**src/rtl/rv32i_pkg.sv**
```systemverilog
// ============================================================================
// Module : rv32i_pkg
// Brief  : Shared RV32I encoding types, field positions and loader states.
// Rev    : 1.0  initial release
// ============================================================================
`default_nettype none

package rv32i_pkg;

  typedef enum logic [2:0] {
    FMT_R = 3'd0,
    FMT_I = 3'd1,
    FMT_S = 3'd2,
    FMT_B = 3'd3,
    FMT_U = 3'd4,
    FMT_J = 3'd5
  } instr_format_e;

  // Field LSB positions, identical to the decode-stage parser.
  localparam int OPCODE_LSB = 0;
  localparam int RD_LSB     = 7;
  localparam int FUNCT3_LSB = 12;
  localparam int RS1_LSB    = 15;
  localparam int RS2_LSB    = 20;
  localparam int FUNCT7_LSB = 25;

  localparam logic [31:0] INSTR_NOP = 32'h0000_0013;

  typedef enum logic [1:0] {
    IDLE  = 2'd0,
    LOAD  = 2'd1,
    DRAIN = 2'd2,
    DONE  = 2'd3
  } loader_state_e;

endpackage

`default_nettype wire

```
**src/rtl/instruction_encoder_if.sv**
```systemverilog
// ============================================================================
// Module : instruction_encoder_if
// Brief  : Field-beat input, IMEM write port and status of the loader.
// Rev    : 1.0  initial release
// ============================================================================
`default_nettype none

interface instruction_encoder_if #(
  parameter int IMEM_ADDR_W = 10
);
  logic                   start;
  logic                   in_valid;
  logic                   in_ready;
  logic [2:0]             in_format;
  logic [6:0]             in_opcode;
  logic [4:0]             in_rd;
  logic [4:0]             in_rs1;
  logic [4:0]             in_rs2;
  logic [2:0]             in_funct3;
  logic [6:0]             in_funct7;
  logic [31:0]            in_imm;
  logic                   in_last;
  logic                   imem_we;
  logic                   imem_ready;
  logic [IMEM_ADDR_W-1:0] imem_addr;
  logic [31:0]            imem_wdata;
  logic                   busy;
  logic                   done;
  logic                   err_illegal;
  logic                   err_wrap;

  modport master (
    output start, in_valid, in_format, in_opcode, in_rd, in_rs1, in_rs2,
           in_funct3, in_funct7, in_imm, in_last, imem_ready,
    input  in_ready, imem_we, imem_addr, imem_wdata, busy, done,
           err_illegal, err_wrap
  );

  modport slave (
    input  start, in_valid, in_format, in_opcode, in_rd, in_rs1, in_rs2,
           in_funct3, in_funct7, in_imm, in_last, imem_ready,
    output in_ready, imem_we, imem_addr, imem_wdata, busy, done,
           err_illegal, err_wrap
  );

endinterface

`default_nettype wire

```
**src/rtl/rv32i_field_packer.sv**
```systemverilog
// ============================================================================
// Module : rv32i_field_packer
// Brief  : Combinational RV32I field packer: fields + format -> word, illegal.
// Rev    : 1.0  initial release
// ============================================================================
`default_nettype none

module rv32i_field_packer
  import rv32i_pkg::*;
(
  input  wire logic [2:0]  i_format,
  input  wire logic [6:0]  i_opcode,
  input  wire logic [4:0]  i_rd,
  input  wire logic [4:0]  i_rs1,
  input  wire logic [4:0]  i_rs2,
  input  wire logic [2:0]  i_funct3,
  input  wire logic [6:0]  i_funct7,
  input  wire logic [31:0] i_imm,
  output logic      [31:0] o_word,
  output logic             o_illegal
);

  always_comb begin
    o_word    = '0;
    o_illegal = 1'b0;
    o_word[OPCODE_LSB +: 7] = i_opcode;
    case (instr_format_e'(i_format))
      FMT_R: begin
        o_word[RD_LSB     +: 5] = i_rd;
        o_word[FUNCT3_LSB +: 3] = i_funct3;
        o_word[RS1_LSB    +: 5] = i_rs1;
        o_word[RS2_LSB    +: 5] = i_rs2;
        o_word[FUNCT7_LSB +: 7] = i_funct7;
      end
      FMT_I: begin
        o_word[RD_LSB     +: 5] = i_rd;
        o_word[FUNCT3_LSB +: 3] = i_funct3;
        o_word[RS1_LSB    +: 5] = i_rs1;
        o_word[31:20]           = i_imm[11:0];
      end
      FMT_S: begin
        o_word[RD_LSB     +: 5] = i_imm[4:0];
        o_word[FUNCT3_LSB +: 3] = i_funct3;
        o_word[RS1_LSB    +: 5] = i_rs1;
        o_word[RS2_LSB    +: 5] = i_rs2;
        o_word[FUNCT7_LSB +: 7] = i_imm[11:5];
      end
      FMT_B: begin
        o_word[RD_LSB     +: 5] = {i_imm[4:1], i_imm[11]};
        o_word[FUNCT3_LSB +: 3] = i_funct3;
        o_word[RS1_LSB    +: 5] = i_rs1;
        o_word[RS2_LSB    +: 5] = i_rs2;
        o_word[FUNCT7_LSB +: 7] = {i_imm[12], i_imm[10:5]};
        o_illegal               = i_imm[0];
      end
      FMT_U: begin
        o_word[RD_LSB +: 5] = i_rd;
        o_word[31:12]       = i_imm[31:12];
      end
      FMT_J: begin
        o_word[RD_LSB +: 5] = i_rd;
        o_word[31:12]       = {i_imm[20], i_imm[10:1], i_imm[11], i_imm[19:12]};
        o_illegal           = i_imm[0];
      end
      default: begin
        // Unknown format still occupies its IMEM slot, as a NOP.
        o_word    = INSTR_NOP;
        o_illegal = 1'b1;
      end
    endcase
  end

endmodule

`default_nettype wire

```
**src/rtl/instruction_encoder.sv**
```systemverilog
// ============================================================================
// Module : instruction_encoder
// Brief  : Packs RV32I field beats into words and streams them into IMEM.
// Rev    : 1.0  initial release
// ============================================================================
`default_nettype none

module instruction_encoder
  import rv32i_pkg::*;
#(
  parameter int                     IMEM_ADDR_W = 10,
  parameter logic [IMEM_ADDR_W-1:0] BASE_ADDR   = '0
) (
  input wire logic               clk,
  input wire logic               rst_n,
  instruction_encoder_if.slave   bus
);

  loader_state_e          r_state;
  loader_state_e          w_state_nxt;
  logic                   r_we;
  logic [31:0]            r_wdata;
  logic [IMEM_ADDR_W-1:0] r_addr;
  logic                   r_err_illegal;
  logic                   r_err_wrap;

  logic                   w_in_ready;
  logic                   w_accept;
  logic                   w_write;
  logic                   w_start;
  logic                   w_busy;
  logic                   w_done;
  logic [31:0]            w_word;
  logic                   w_illegal;

  rv32i_field_packer u_packer (
    .i_format  (bus.in_format),
    .i_opcode  (bus.in_opcode),
    .i_rd      (bus.in_rd),
    .i_rs1     (bus.in_rs1),
    .i_rs2     (bus.in_rs2),
    .i_funct3  (bus.in_funct3),
    .i_funct7  (bus.in_funct7),
    .i_imm     (bus.in_imm),
    .o_word    (w_word),
    .o_illegal (w_illegal)
  );

  // The output register may be refilled in the same cycle it is drained.
  assign w_in_ready = (r_state == LOAD) && (!r_we || bus.imem_ready);
  assign w_accept   = bus.in_valid && w_in_ready;
  assign w_write    = r_we && bus.imem_ready;
  assign w_start    = (r_state == IDLE) && bus.start;

  always_ff @(posedge clk or negedge rst_n) begin
    if (!rst_n) r_state <= IDLE;
    else        r_state <= w_state_nxt;
  end

  always_comb begin
    w_state_nxt = r_state;
    w_busy      = 1'b1;
    w_done      = 1'b0;
    case (r_state)
      IDLE: begin
        w_busy = 1'b0;
        if (bus.start) w_state_nxt = LOAD;
      end
      LOAD:  if (w_accept && bus.in_last) w_state_nxt = DRAIN;
      DRAIN: if (!r_we) w_state_nxt = DONE;
      DONE: begin
        w_done      = 1'b1;
        w_state_nxt = IDLE;
      end
      default: w_state_nxt = IDLE;
    endcase
  end

  always_ff @(posedge clk or negedge rst_n) begin
    if (!rst_n) begin
      r_we    <= 1'b0;
      r_wdata <= '0;
    end else if (w_accept) begin
      r_we    <= 1'b1;
      r_wdata <= w_word;
    end else if (w_write) begin
      r_we    <= 1'b0;
    end
  end

  always_ff @(posedge clk or negedge rst_n) begin
    if (!rst_n) begin
      r_addr        <= BASE_ADDR;
      r_err_illegal <= 1'b0;
      r_err_wrap    <= 1'b0;
    end else if (w_start) begin
      r_addr        <= BASE_ADDR;
      r_err_illegal <= 1'b0;
      r_err_wrap    <= 1'b0;
    end else begin
      if (w_write) r_addr <= r_addr + IMEM_ADDR_W'(1);
      if (w_accept && w_illegal) r_err_illegal <= 1'b1;
      // Wrap is reported but never blocks the write.
      if (w_write && (&r_addr)) r_err_wrap <= 1'b1;
    end
  end

  assign bus.in_ready    = w_in_ready;
  assign bus.imem_we     = r_we;
  assign bus.imem_addr   = r_addr;
  assign bus.imem_wdata  = r_wdata;
  assign bus.busy        = w_busy;
  assign bus.done        = w_done;
  assign bus.err_illegal = r_err_illegal;
  assign bus.err_wrap    = r_err_wrap;

endmodule

`default_nettype wire

```
**src/flat_wrapper.sv**
```systemverilog
// flat-port wrapper written by rule: the top's interface ports become plain ports
module instruction_encoder_flat import rv32i_pkg::*;
#(
  parameter int                     IMEM_ADDR_W = 10,
  parameter logic [IMEM_ADDR_W-1:0] BASE_ADDR   = '0
)
  (clk, rst_n, bus_start, bus_in_valid, bus_in_format, bus_in_opcode, bus_in_rd, bus_in_rs1, bus_in_rs2, bus_in_funct3, bus_in_funct7, bus_in_imm, bus_in_last, bus_imem_ready, bus_in_ready, bus_imem_we, bus_imem_addr, bus_imem_wdata, bus_busy, bus_done, bus_err_illegal, bus_err_wrap);
  instruction_encoder_if #(.IMEM_ADDR_W(IMEM_ADDR_W)) bus_i ();
  input wire logic clk;
  input wire logic rst_n;
  input wire logic [$bits(bus_i.start)-1:0] bus_start;
  input wire logic [$bits(bus_i.in_valid)-1:0] bus_in_valid;
  input wire logic [$bits(bus_i.in_format)-1:0] bus_in_format;
  input wire logic [$bits(bus_i.in_opcode)-1:0] bus_in_opcode;
  input wire logic [$bits(bus_i.in_rd)-1:0] bus_in_rd;
  input wire logic [$bits(bus_i.in_rs1)-1:0] bus_in_rs1;
  input wire logic [$bits(bus_i.in_rs2)-1:0] bus_in_rs2;
  input wire logic [$bits(bus_i.in_funct3)-1:0] bus_in_funct3;
  input wire logic [$bits(bus_i.in_funct7)-1:0] bus_in_funct7;
  input wire logic [$bits(bus_i.in_imm)-1:0] bus_in_imm;
  input wire logic [$bits(bus_i.in_last)-1:0] bus_in_last;
  input wire logic [$bits(bus_i.imem_ready)-1:0] bus_imem_ready;
  output wire logic [$bits(bus_i.in_ready)-1:0] bus_in_ready;
  output wire logic [$bits(bus_i.imem_we)-1:0] bus_imem_we;
  output wire logic [$bits(bus_i.imem_addr)-1:0] bus_imem_addr;
  output wire logic [$bits(bus_i.imem_wdata)-1:0] bus_imem_wdata;
  output wire logic [$bits(bus_i.busy)-1:0] bus_busy;
  output wire logic [$bits(bus_i.done)-1:0] bus_done;
  output wire logic [$bits(bus_i.err_illegal)-1:0] bus_err_illegal;
  output wire logic [$bits(bus_i.err_wrap)-1:0] bus_err_wrap;
  assign bus_i.start = bus_start;
  assign bus_i.in_valid = bus_in_valid;
  assign bus_i.in_format = bus_in_format;
  assign bus_i.in_opcode = bus_in_opcode;
  assign bus_i.in_rd = bus_in_rd;
  assign bus_i.in_rs1 = bus_in_rs1;
  assign bus_i.in_rs2 = bus_in_rs2;
  assign bus_i.in_funct3 = bus_in_funct3;
  assign bus_i.in_funct7 = bus_in_funct7;
  assign bus_i.in_imm = bus_in_imm;
  assign bus_i.in_last = bus_in_last;
  assign bus_i.imem_ready = bus_imem_ready;
  assign bus_in_ready = bus_i.in_ready;
  assign bus_imem_we = bus_i.imem_we;
  assign bus_imem_addr = bus_i.imem_addr;
  assign bus_imem_wdata = bus_i.imem_wdata;
  assign bus_busy = bus_i.busy;
  assign bus_done = bus_i.done;
  assign bus_err_illegal = bus_i.err_illegal;
  assign bus_err_wrap = bus_i.err_wrap;
  instruction_encoder #(.IMEM_ADDR_W(IMEM_ADDR_W), .BASE_ADDR(BASE_ADDR)) u_core (.clk(clk), .rst_n(rst_n), .bus(bus_i));
endmodule
```
**config.mk**
```make
export PLATFORM = sky130hd
export DESIGN_NAME = instruction_encoder_flat
export DESIGN_NICKNAME = d
export VERILOG_FILES = /design/src/rtl/rv32i_pkg.sv /design/src/rtl/instruction_encoder_if.sv /design/src/rtl/rv32i_field_packer.sv /design/src/rtl/instruction_encoder.sv /design/src/flat_wrapper.sv
export SDC_FILE = /design/constraint.sdc
export NUM_CORES = 1
export LEC_CHECK = 0
export ABC_AREA = 1
export CAP_MARGIN = 20
export CORE_MARGIN = 4
export CORE_UTILIZATION = 41
export DETAILED_ROUTE_END_ITERATION = 8
export PLACE_DENSITY = 0.8
export SLEW_MARGIN = 20
export SYNTH_ARGS = -nofsm -noshare
export SYNTH_HDL_FRONTEND = slang
export SYNTH_SLANG_ARGS = --single-unit
```
**constraint.sdc**
```tcl
create_clock -name clk -period 1.75 [get_ports clk]
set_input_delay 0.35 -clock clk [delete_from_list [all_inputs] [get_ports clk]]
set_output_delay 0.35 -clock clk [all_outputs]
set_load 0.01 [all_outputs]
```
==> metrics.cfg <==
[logic_synthesis]
netlist_area_mm2=0.00258
yosys.area.top_type_share=0.456
ys.flop_type=sky130_fd_sc_hd__dfrtp_1
synthesis.area_per_instance_um2=7.58
post_synth_inst_count=340
yosys_warnings=0
post_synth_main_area_contributors=sky130_fd_sc_hd__dfrtp_1, sky130_fd_sc_hd__nand2_1, sky130_fd_sc_hd__nand3_1, sky130_fd_sc_hd__inv_1, sky130_fd_sc_hd__a21oi_1
ys_ff_latch=47
synth_most_common_cell=sky130_fd_sc_hd__nand2_1
async_flop_share=1.00
synth-seq-area-share=0.456
distinct_cell_type_count_of_the_synthesized_netlist=29
edff_count_synth=0
synth_top_cells_by_count=sky130_fd_sc_hd__nand2_1, sky130_fd_sc_hd__dfrtp_1, sky130_fd_sc_hd__nand3_1
yosys.area.top_type=sky130_fd_sc_hd__dfrtp_1
synth_nets=418

[critical_path]
cp-start-kind=flop
path_cells=clkdlybuf4s50_1
crit_fanout=5
cpLargestDelayFamily=buffers and inverters
critical_path_destination=bus_imem_we
required_ps=1400
crit_path_slowest_cell=sky130_fd_sc_hd__clkdlybuf4s50_1
worst-r2r-cell-count=7
critical_path.reg2reg.endpoint=u_core.bus.imem_addr[4]
cp_slowest_stage_delay_ps=570
origin_of_the_critical_flop_to_flop_path=u_core.r_state[0]
cp.buffers_inverters=1
setup.worst_path.class=reg2out
end_kind=output port
r2r_setup_slack_ps=330
critPathLaunch=u_core.bus.imem_we
critPathArrivalTime_ps=1310
cp.depth=1

[grt]
grt_pass1_wl_um=12400
antenna_found_initial=0
maximum_number_of_pins_on_one_net_before_global_route_repair=22
global_route.overflow_total=0
first_global_vias=2676
globalRouteTotalUtil=0.204

[pwr]
comb_power_share=0.488
power.ir.vdd_worst_mv=0.628
power.switching_fraction=0.351
p_int_w=0.00313
static-leakage-power_nw=1.98
power.total_w=0.00483
clockPowerShare=0.149
power.switching_w=0.00170
power_per_cell_area_mw_per_mm2=1190
seqPwrFrac=0.363

[final_layout]
synthToLayoutAreaGrowth_pct=57.7
utilization=0.675
post_layout_nonfiller_instances=555
n_fill_cell=546
antenna_cells_inserted=0
final_layout_size_suffix_gt1_frac=0.110
final_nets=557

[cts]
clockRootBuffer=sky130_fd_sc_hd__clkbuf_8
clkSinkCount=47
numCtsBuffers=5
clock_insertion_delay_worst_skew_ps=290
htreeDepth=2
path_clk_slew_ps=90
cts_hold_buf=0
clock_tree.buffer_depth=2
tritoncts=done

[die]
io_pins=121
fp.dieW_um=87.3
die_h_um=87.3
cell_rows=28
core-area_mm2=0.00603
fp.dieArea_mm2=0.00762
start_util=0.428

[sta]
timing_max_transition_violations_final=0
post-route-period-util=0.947
final.setup.worst_slack_ps=92.6
fmax_mhz=603
relSlewSlack=0.679
grt_setup_unrepaired=false
tightestPinTransition_ps=482
timing_hold_violations_final=0
report.final.setup_viol=0
post_route_hold_slack_ps=2.91
period_minus_slack_ps=1660
clock_skew_ps=5.10

[routing]
drt.antenna.violating_nets=0
routedWlPerCell_um=13.8
routed-via-count=2740
drc_errors=0
drt_first_iter_violations=105
drt_pre_antenna_iters=4
drt-total-wl_um=7660
detail_route.vias_per_cell=4.94

[place]
count_of_buffers_inserted_at_the_top_level_ports=120
finalWeightedCongestion=0.851
dp_hpwl_um=6090
dp_cells=546
dpl_worst_slack_ps=-187

[status]
run_status=completed

[worst_hold_path]
worstHoldPathType=in2async

[flow_run]
max_cap_viol_count=0

-- repair_timing --
item,4_1_cts,5_1_grt
resized for setup,4,4
gates cloned,0,0
endpoints found under the setup margin,3,2
buffers inserted,1,0
-- worst reg2reg max path, delay by kind of cell, from the launching register on --
family | cells | cell delay [ps]
AOI/OAI and AO/OA | 1 | 190
adders and majority gates | 1 | 220
buffers and inverters | 3 | 290
DFF | 1 | 380
and+or+nand+nor | 2 | 290
-- worst min path at each step --
stage,start,endpoint,slack (ps),cells past startpoint
2_1_floorplan,rst_n,u_core.bus.err_illegal,50,0
3_3_place_gp,rst_n,u_core.bus.imem_we,330,1
3_5_place_dp,rst_n,u_core.r_state[0],340,1
4_1_cts,rst_n,u_core.r_state[0],20,1
5_1_grt,rst_n,u_core.r_state[0],30,1
6_report,rst_n,u_core.bus.imem_we,3,1
-- flip-flops by register name (all words and copies together) (netlist names) --
name,flops
u_core.bus.err_wrap,1
u_core.bus.imem_addr,10
u_core.bus.imem_we,1
u_core.bus.imem_wdata,32
u_core.bus.err_illegal,1
u_core.r_state,2
-- final cells by class --
class	count	area, um^2	share of cell area
Multi-Input combinational cell	252	1200	0.296
Inverter	29	114	0.0280
Clock buffer	8	100	0.0246
Timing Repair Buffer	144	1380	0.339
Sequential cell	47	1180	0.289
Tap cell	75	93.8	0.0231
-- per-layer routing --
metal | vias up | wire length (um) | track usage
met1 | 1265 | 3310 | 0.254
li1 | 1359 | - | -
met2 | 111 | 3640 | 0.355
met5 | - | 0 | 0
met3 | 5 | 661 | 0.0587
met4 | 0 | 49 | 0.0335
-- power by group through the flow --
| stage | clock network, W | registers (W) | logic, W |
|---|---|---|---|
| after floorplan | 0 | 0.00193 | 0.000867 |
| after global placement | 0 | 0.00176 | 0.00233 |
| after detailed placement | 0 | 0.00177 | 0.00238 |
| after CTS | 0.000733 | 0.00175 | 0.00239 |
| after global routing | 0.000777 | 0.00181 | 0.00259 |
| final | 0.000720 | 0.00175 | 0.00236 |
-- cells in the final DEF (no fill, tap or decap) --
cell type / count
sky130_fd_sc_hd__a21o_2: 1
sky130_fd_sc_hd__a21oi_1: 17
sky130_fd_sc_hd__and2_1: 1
sky130_fd_sc_hd__buf_12: 1
sky130_fd_sc_hd__buf_2: 1
sky130_fd_sc_hd__buf_4: 23
sky130_fd_sc_hd__clkbuf_1: 1
sky130_fd_sc_hd__clkbuf_2: 2
sky130_fd_sc_hd__clkbuf_8: 7
sky130_fd_sc_hd__clkdlybuf4s50_1: 116
sky130_fd_sc_hd__dfrtp_1: 47
sky130_fd_sc_hd__dlygate4sd2_1: 1
sky130_fd_sc_hd__ha_1: 4
sky130_fd_sc_hd__ha_2: 1
sky130_fd_sc_hd__inv_1: 24
sky130_fd_sc_hd__inv_2: 4
sky130_fd_sc_hd__inv_6: 1
sky130_fd_sc_hd__nand2_1: 136
sky130_fd_sc_hd__nand2_2: 2
sky130_fd_sc_hd__nand2_4: 1
sky130_fd_sc_hd__nand3_1: 30
sky130_fd_sc_hd__nand3_2: 2
sky130_fd_sc_hd__nand4_1: 4
sky130_fd_sc_hd__nor2_1: 19
sky130_fd_sc_hd__nor2_2: 2
sky130_fd_sc_hd__nor2_4: 3
sky130_fd_sc_hd__nor3_4: 1
sky130_fd_sc_hd__nor3b_1: 1
sky130_fd_sc_hd__o21a_1: 4
sky130_fd_sc_hd__o21ai_0: 9
sky130_fd_sc_hd__o21ai_1: 4
sky130_fd_sc_hd__o21bai_1: 1
sky130_fd_sc_hd__o31ai_1: 8
sky130_fd_sc_hd__or2_2: 1
-- stage by stage --
step	area, um^2	setup TNS, ps
after detailed placement	3970	-596
after CTS	4070	0
after floorplan	2580	0
final	4070	0
after global routing	4070	0
after global placement	3970	-230
-- cell families after synthesis --
logic type | after synthesis | share of synthesized area
fa+ha+maj | 5 | 0.0243
compound gates | 44 | 0.0995
flops | 47 | 0.456
simple gates | 203 | 0.343
buf+inv | 41 | 0.0776
No activity file was read; power rests on OpenSTA's default activity.
